--- config.mk ---
export PLATFORM = sky130hd
export DESIGN_NAME = instr_mem_writer
export DESIGN_NICKNAME = d
export VERILOG_FILES = /design/src/rtl/instr_mem_writer.sv
export SDC_FILE = /design/constraint.sdc
export NUM_CORES = 1
export LEC_CHECK = 0
export ABC_AREA = 1
export BUFFER_PORTS_ARGS = -buffer_cell sky130_fd_sc_hd__clkbuf_2
export CAP_MARGIN = 20
export CORE_MARGIN = 2
export CORE_UTILIZATION = 56
export DETAILED_ROUTE_END_ITERATION = 12
export PLACE_DENSITY = 0.87
export SLEW_MARGIN = 20
export SYNTH_ARGS = -nofsm -noshare
export SYNTH_HDL_FRONTEND = slang
export SYNTH_SLANG_ARGS = --single-unit
--- constraint.sdc ---
create_clock -name clk -period 17.5 [get_ports clk]
set_clock_uncertainty 0.1 [all_clocks]
set_input_delay 3.5 -clock clk [delete_from_list [all_inputs] [get_ports clk]]
set_output_delay 3.5 -clock clk [all_outputs]
set_load 0.005 [all_outputs]
--- src/rtl/instr_mem_writer.sv ---
// Serialises accepted Y86 instructions into byte writes to instruction memory.
// Build option: define IMEM_WR_BOUNDCHK_EN to reject instructions ending past address 1000.
module instr_mem_writer (
    input  logic        clk,
    input  logic        reset,
    input  logic        load_pc,
    input  logic [10:0] pc_in,
    input  logic        in_valid,
    output logic        in_ready,
    input  logic [3:0]  icode,
    input  logic [3:0]  ifun,
    input  logic [3:0]  rA,
    input  logic [3:0]  rB,
    input  logic [63:0] valC,
    output logic        wr_en,
    output logic [10:0] wr_addr,
    output logic [7:0]  wr_data,
    output logic [10:0] next_addr,
    output logic        done,
    output logic        err
);

    typedef enum logic {IDLE, EMIT} state_t;

    state_t      state, state_nx;
    logic [10:0] ptr;
    logic [3:0]  cnt;
    logic [3:0]  len;
    logic [3:0]  icode_r, ifun_r, ra_r, rb_r;
    logic [63:0] valc_r;
    logic        err_r;

    logic        accept;
    logic        reject;
    logic        out_of_range;
    logic [3:0]  len_in;
    logic        has_reg;
    logic [2:0]  valc_idx;
    logic [7:0]  reg_byte;
    logic [7:0]  emit_byte;

    function automatic logic [3:0] instr_len(input logic [3:0] ic);
        case (ic)
            4'd0, 4'd1, 4'd9:          instr_len = 4'd1;
            4'd2, 4'd6, 4'd10, 4'd11:  instr_len = 4'd2;
            4'd7, 4'd8:                instr_len = 4'd9;
            4'd3, 4'd4, 4'd5:          instr_len = 4'd10;
            default:                   instr_len = 4'd0;
        endcase
    endfunction

    assign in_ready  = (state == IDLE) && !load_pc;
    assign accept    = in_valid && in_ready;
    assign len_in    = instr_len(icode);
    assign next_addr = ptr;
    assign err       = err_r;

`ifdef IMEM_WR_BOUNDCHK_EN
    logic [11:0] last_addr;
    assign last_addr    = {1'b0, ptr} + {8'd0, len_in} - 12'd1;
    assign out_of_range = last_addr > 12'd1000;
`else
    assign out_of_range = 1'b0;
`endif

    assign reject = (icode > 4'd11) || out_of_range;

    // valC follows the register byte when present, otherwise directly after byte0
    always_comb begin
        has_reg  = (icode_r inside {4'd2, 4'd3, 4'd4, 4'd5, 4'd6, 4'd10, 4'd11});
        valc_idx = cnt[2:0] - (has_reg ? 3'd2 : 3'd1);
        case (icode_r)
            4'd3:         reg_byte = {4'hF, rb_r};
            4'd10, 4'd11: reg_byte = {ra_r, 4'hF};
            default:      reg_byte = {ra_r, rb_r};
        endcase
        if (cnt == 4'd0)
            emit_byte = {icode_r, ifun_r};
        else if (has_reg && cnt == 4'd1)
            emit_byte = reg_byte;
        else
            emit_byte = valc_r[{valc_idx, 3'b000} +: 8];
    end

    always_comb begin
        state_nx = state;
        wr_en    = 1'b0;
        wr_addr  = '0;
        wr_data  = '0;
        done     = 1'b0;
        case (state)
            IDLE: begin
                if (accept && !reject)
                    state_nx = EMIT;
            end
            EMIT: begin
                wr_en   = 1'b1;
                wr_addr = ptr;
                wr_data = emit_byte;
                if (cnt == len - 4'd1) begin
                    done     = 1'b1;
                    state_nx = IDLE;
                end
            end
            default: state_nx = IDLE;
        endcase
    end

    always_ff @(posedge clk) begin
        if (reset) begin
            state <= IDLE;
            ptr   <= '0;
            cnt   <= '0;
            err_r <= 1'b0;
        end else begin
            state <= state_nx;
            err_r <= 1'b0;
            case (state)
                IDLE: begin
                    if (load_pc) begin
                        ptr <= pc_in;
                    end else if (in_valid) begin
                        if (reject) begin
                            err_r <= 1'b1;
                        end else begin
                            icode_r <= icode;
                            ifun_r  <= ifun;
                            ra_r    <= rA;
                            rb_r    <= rB;
                            valc_r  <= valC;
                            len     <= len_in;
                            cnt     <= '0;
                        end
                    end
                end
                EMIT: begin
                    ptr <= ptr + 11'd1;
                    cnt <= cnt + 4'd1;
                end
                default: ;
            endcase
        end
    end

endmodule
## Word-level counts from Yosys, hierarchy flattened

Memory sizes are Yosys's and may differ from the RTL's. A register that Yosys moved wholly into a read port is not among the register bits.
Cells that the tools add are included.

- $mul: 0
- $add $sub $neg: 4
- Shift operators: 1
- Mux-type cells: 19
- Divide/modulo/power cells: 0
- Reduce and logical (&&, ||, !) cells: 12
- Equality and inequality tests: 13
- Bitwise logic cells: 5
- Magnitude comparators: 1

Operators with widths:

| cell | number |
|---|---|
| 64-bit by 7-bit variable part select with 8-bit output | 1 |
| 8-bit 2-to-1 mux | 3 |
| 11-bit 2-to-1 mux | 2 |
| 11-bit case mux with 2 select lines | 1 |
| 8-bit case mux with 2 select lines | 1 |
| 4-bit by 3-bit equality test with 1-bit output (second input constant) | 3 |
| 4-bit 2-to-1 mux | 3 |
| 11-bit by 1-bit adder with 11-bit output (second input constant) | 1 |
| 4-bit by 2-bit equality test with 1-bit output (second input constant) | 2 |
| 4-bit equality test (second input constant) | 2 |
| 2-bit != test (second input constant) | 4 |
| 4-bit case mux with 2 select lines | 1 |
| 7-bit nonzero test | 1 |
| 1-bit 2-to-1 mux | 6 |
| 1-bit inverter | 5 |
| 5-bit AND reduction | 1 |
| 4-bit by 1-bit adder with 4-bit output (second input constant) | 1 |
| 4-bit by 1-bit equality test with 1-bit output (second input constant) | 1 |
| 4-bit equality test | 1 |
| 4-bit greater-than comparator (second input constant) | 1 |
| 1-bit logical AND | 4 |
| 4-bit logical NOT | 1 |
| 4-bit OR reduction | 1 |
| 4-bit by 1-bit subtractor with 4-bit output (second input constant) | 1 |
| 6 further kinds | 7 |

- Bits in writable memories: 0
- Bits in registers: 101
- Logic and storage cells: 66
- Bits in latches: 0
- Bits in read-only memories: 48
- Input port bits: 95
- Memories kept: 1
- Output and inout bits: 34

Memories:

| memory | words | bits a word | rd ports | clocked after memory_dff | write ports | line | text |
|---|---|---|---|---|---|---|---|
| (no name shown) | 16 | 3 | 1 | 1 | 0 | 43 | `case (ic)` |

## Longest topological paths before layout

- Word-level depth: 8
- Gate-level depth with buffers: 16
- Gate-level depth less buffers: 15

## Worst setup path after synthesis

OpenSTA, ideal clock, no wires.

- Kind: input-to-reg
- Start: in reset
- End: reg icode_r[0] (enable)
- Arrival: 7.989 ns
- Slack: 8.860 ns
- Stages: 4
- Path buffers: 1
- Setup time: 0.552 ns
- Path through: clkbuf_1 -> inv_1 -> nand3_1 -> a21oi_1

- Longest elaborated chain between the ends: 2

Ends and longest elaborated chain:

| element | line | text |
|---|---|---|
| start, declared | 5 | `input logic reset,` |
| 1-bit inverter (no source line) | n/a |  |
| 5-bit AND reduction (no source line) | n/a |  |
| end signal, assigned | 126 | `icode_r <= icode;` |
| end, declared | 29 | `logic [3:0] icode_r, ifun_r, ra_r, rb_r;` |

Every way passes these cells.
A chain may end at the register's enable or synchronous reset.

## Worst setup path in the final report

- Start: reg icode_r[2]
- End: out wr_data[3]

- Longest elaborated chain between the ends: 8
- Elaborated cells on any way between the ends: 17
- Classes of those cells: 1 x add/sub; 7 x eq/ne; 1 x shift; 5 x mux; 3 x reduce/logical

Ends and longest elaborated chain:

| element | line | text |
|---|---|---|
| 4-bit by 2-bit equality test with 1-bit output (tied with other cells) | 70 | `has_reg = (icode_r inside {4'd2, 4'd3, 4'd4, 4'd5, 4'd6, 4'd10, 4'd11});` |
| 7-bit nonzero test | 70 |  |
| 2-bit 2-to-1 mux | 71 | `valc_idx = cnt[2:0] - (has_reg ? 3'd2 : 3'd1);` |
| 3-bit by 2-bit subtractor with 3-bit output | 71 |  |
| 64-bit by 7-bit variable part select with 8-bit output | 82 | `emit_byte = valc_r[{valc_idx, 3'b000} +: 8];` |
| 8-bit 2-to-1 mux * | 79 | `else if (has_reg && cnt == 4'd1)` |
| 8-bit 2-to-1 mux * | 77 | `if (cnt == 4'd0)` |
| 8-bit 2-to-1 mux * | 91 | `case (state)` |
| end, declared | 17 | `output logic [7:0] wr_data,` |

Every way passes the cells marked *; elsewhere a longest branch is shown, timed or not.

==> impl_metrics.py <==
metrics = {
    "run_status": {
        "status": "finished, final reports clean",
    },
    "logic_synthesis": {
        "synth_seq_cells": 100,
        "synth_area_leader_cell": "edfxtp_1",
        "synth_cells": 465,
        "synth.most_common_cell": "nand2_1",
        "synthTopCellsByArea": "edfxtp_1 54%, nand2_1 10%, dfxtp_1 7.4%",
        "syn_area_um2": 4590,
        "netlist.area_leader.share": 0.543,
        "synth_seq_area_share": 0.617,
        "synth-edff-count": 83,
        "avgSynthCellArea_um2": 9.87,
        "synth_warnings": 0,
        "synth_common_cells": "122 x nand2_1, 83 x edfxtp_1, 68 x nand3_1, 47 x inv_1, 28 x nor2_1",
        "syn_nets": 567,
        "ys_async_sr_fraction": 0,
        "netlist-cell-type-count": 29,
        "synth_ff_type": "edfxtp_1",
    },
    "routing": {
        "first_pass_iters": 5,
        "drc_errors": 0,
        "num_vias": 3812,
        "wl_um": 10300,
        "drtAntennaViolNets": 0,
        "via_per_inst": 5.47,
        "wl_per_cell_um": 14.8,
        "drt_iter0_drc": 345,
    },
    "finish": {
        "area_growth_syn_to_layout_pct": 19.3,
        "drive_above_1_share": 0.265,
        "fill_cells": 661,
        "antenna_cells": 0,
        "stdcell_area_um2": 5480,
        "final_cells": 697,
        "final_util": 0.677,
        "fin_nets": 689,
    },
    "grt": {
        "grt_pass1_vias": 3482,
        "grt_pass1_wl_um": 16400,
        "overflow": 0,
        "antenna_found_initial": 0,
        "grt_use_total": 0.243,
        "grt_max_degree": 84,
    },
    "clock_network": {
        "cts-root-buf": "clkbuf_8",
        "cts_tree": "yes",
        "clk_pin_slew_worst_paths_ns": 0.11,
        "clk_latency_ns": 0.38,
        "cts-hold-fix-buffers": 0,
        "post_cts_resized": 0,
        "post-cts-setup-buffers": 0,
        "cts.sink_count": 100,
        "cts_buffers": 9,
        "clockBufferDepth": 2,
        "h-tree-depth": 3,
    },
    "worst_setup_path": {
        "critPathMaxFanout": 33,
        "crit_required_ns": 13.90,
        "slowest_stage": "ha_1",
        "r2r_slack_ns": 14.65,
        "crit_path_frequent_cell": "nand2_1",
        "path_cells": "inv_1 > nor2_1 > nand2_1 > nand2_1 > inv_1 > ha_1 > inv_1 > nand2_1 > nand3_1 > nand3_1 > nand3_1 > nand2_1 > a21oi_1 > clkbuf_2",
        "crit_path_start_kind": "flop",
        "cp-end-kind": "primary output",
        "cp.arrival_ns": 4.13,
        "cp_num_buf_inv": 4,
        "cp_top_family": "simple AND/OR/NAND/NOR gates",
        "crit_type": "reg -> out",
        "max_stage_delay_ns": 1.01,
    },
    "sta": {
        "setup_violations": 0,
        "layout_worst_path_cycle_share": 0.442,
        "min_period_ns": 7.73,
        "slew_headroom": 0.286,
        "drv_slew": 0,
        "setup_tns_ns": 0,
        "timing.final.hold_violations": 0,
        "fmax_ghz": 0.129,
        "rsz0062_at_grt": "false",
        "worstMarginPinSlew_ns": 1.07,
    },
    "floorplan": {
        "pin_count": 129,
        "die_w_um": 94.5,
        "die_h_um": 94.5,
        "initial_core_util": 0.567,
        "die-area_um2": 8940,
        "rows": 33,
        "core_um2": 8090,
    },
    "worst_hold_path": {
        "hold_class": "reg -> reg",
    },
    "job": {
        "cap_violations": 0,
    },
    "place": {
        "place_inst": 681,
        "dpl.hpwl_um": 7270,
        "gp_congestion": 0.813,
        "place_area_um2": 5270,
        "io_buffers": 128,
    },
    "power_and_ir_drop": {
        "p_per_area_nw_per_um2": 88.9,
        "ir_worst_vdd_mv": 0.0575,
        "power_leakage_uw": 0.00244,
        "power_uw": 487,
    },
}
[metal layers]
metal / vias to the layer above / global-route usage / part of all wire
met5: - / 0 / 0
met4: 0 / 0.0954 / 0.022
met3: 17 / 0.0383 / 0.079
met2: 183 / 0.398 / 0.48
met1: 1775 / 0.329 / 0.42
li1: 1837 / - / -
[final timing paths]
path / start / to / depth (start not counted)
setup / recovery: icode_r[2] / wr_data[3] / 14
setup reg to reg: state / valc_r[50] / 4
hold reg to reg: cnt[1] / cnt[1] / 2
hold / removal: cnt[1] / cnt[1] / 2
[layout by cell type (no fill, tap or decap), types with 2 or more instances in the layout]
| cell | synthesis | layout |
|---|---|---|
| clkbuf_8 | 0 | 9 |
| a21oi_2 | 6 | 6 |
| o21ai_0 | 25 | 25 |
| nand2_2 | 2 | 2 |
| o211ai_1 | 2 | 2 |
| edfxtp_1 | 83 | 83 |
| ha_1 | 6 | 6 |
| dfxtp_1 | 17 | 17 |
| inv_1 | 47 | 47 |
| inv_6 | 0 | 3 |
| a22oi_1 | 2 | 2 |
| a31oi_1 | 5 | 5 |
| clkbuf_2 | 0 | 128 |
| nand4_1 | 10 | 10 |
| a211oi_1 | 3 | 3 |
| nor3_1 | 2 | 2 |
| a21oi_1 | 11 | 10 |
| clkinv_8 | 0 | 3 |
| nand3_1 | 68 | 68 |
| nand2_1 | 122 | 122 |
| nor2_1 | 28 | 28 |
[state kept, by name, summed over array words and instances, names as in the netlist]
register   cells
valc_r        64
cnt            4
next_addr     11
err            1
len            3
icode_r        4
ifun_r         4
state          1
ra_r           4
rb_r           4
[power by group]
group / leakage [uW] / switching, uW / internal (uW)
combinational: 0.00143 / 40.3 / 24.8
clock: 0.000105 / 91.7 / 57.8
sequential: 0.000897 / 6.00 / 266
[cell type report]
class / count / area [um2] / share of cell area
clock buffer: 9 / 124 / 0.0226
clock inverter: 7 / 86.3 / 0.0158
inverter: 47 / 176 / 0.0322
multi-input combinational: 300 / 1480 / 0.270
sequential: 100 / 2830 / 0.517
tap: 105 / 131 / 0.0240
timing repair buffer: 129 / 648 / 0.118
[worst register-to-register path, cell delays in order, from the launching register on]
cell and delay (ns):
dfxtp_1 0.65, nor2_1 0.50, nand3_1 0.23, a21oi_4 0.16, buf_4 0.75
[through the flow]
step	hold WS, ns	worst slack, ns
2_1_floorplan	0.394	8.86
3_3_place_gp	0.421	9.85
3_5_place_dp	0.441	9.79
4_1_cts	0.460	9.79
5_1_grt	0.501	9.33
6_report	0.458	9.77
[kinds of logic after synthesis]
group                    synth area share
AND/OR/NAND/NOR                     0.226
AO/OA/AOI/OAI                      0.0703
flip-flops                          0.617
adder cells (fa/ha/maj)            0.0207
XOR/XNOR                          0.00191
buffers and inverters              0.0638
(Power assumes the default switching activity.)
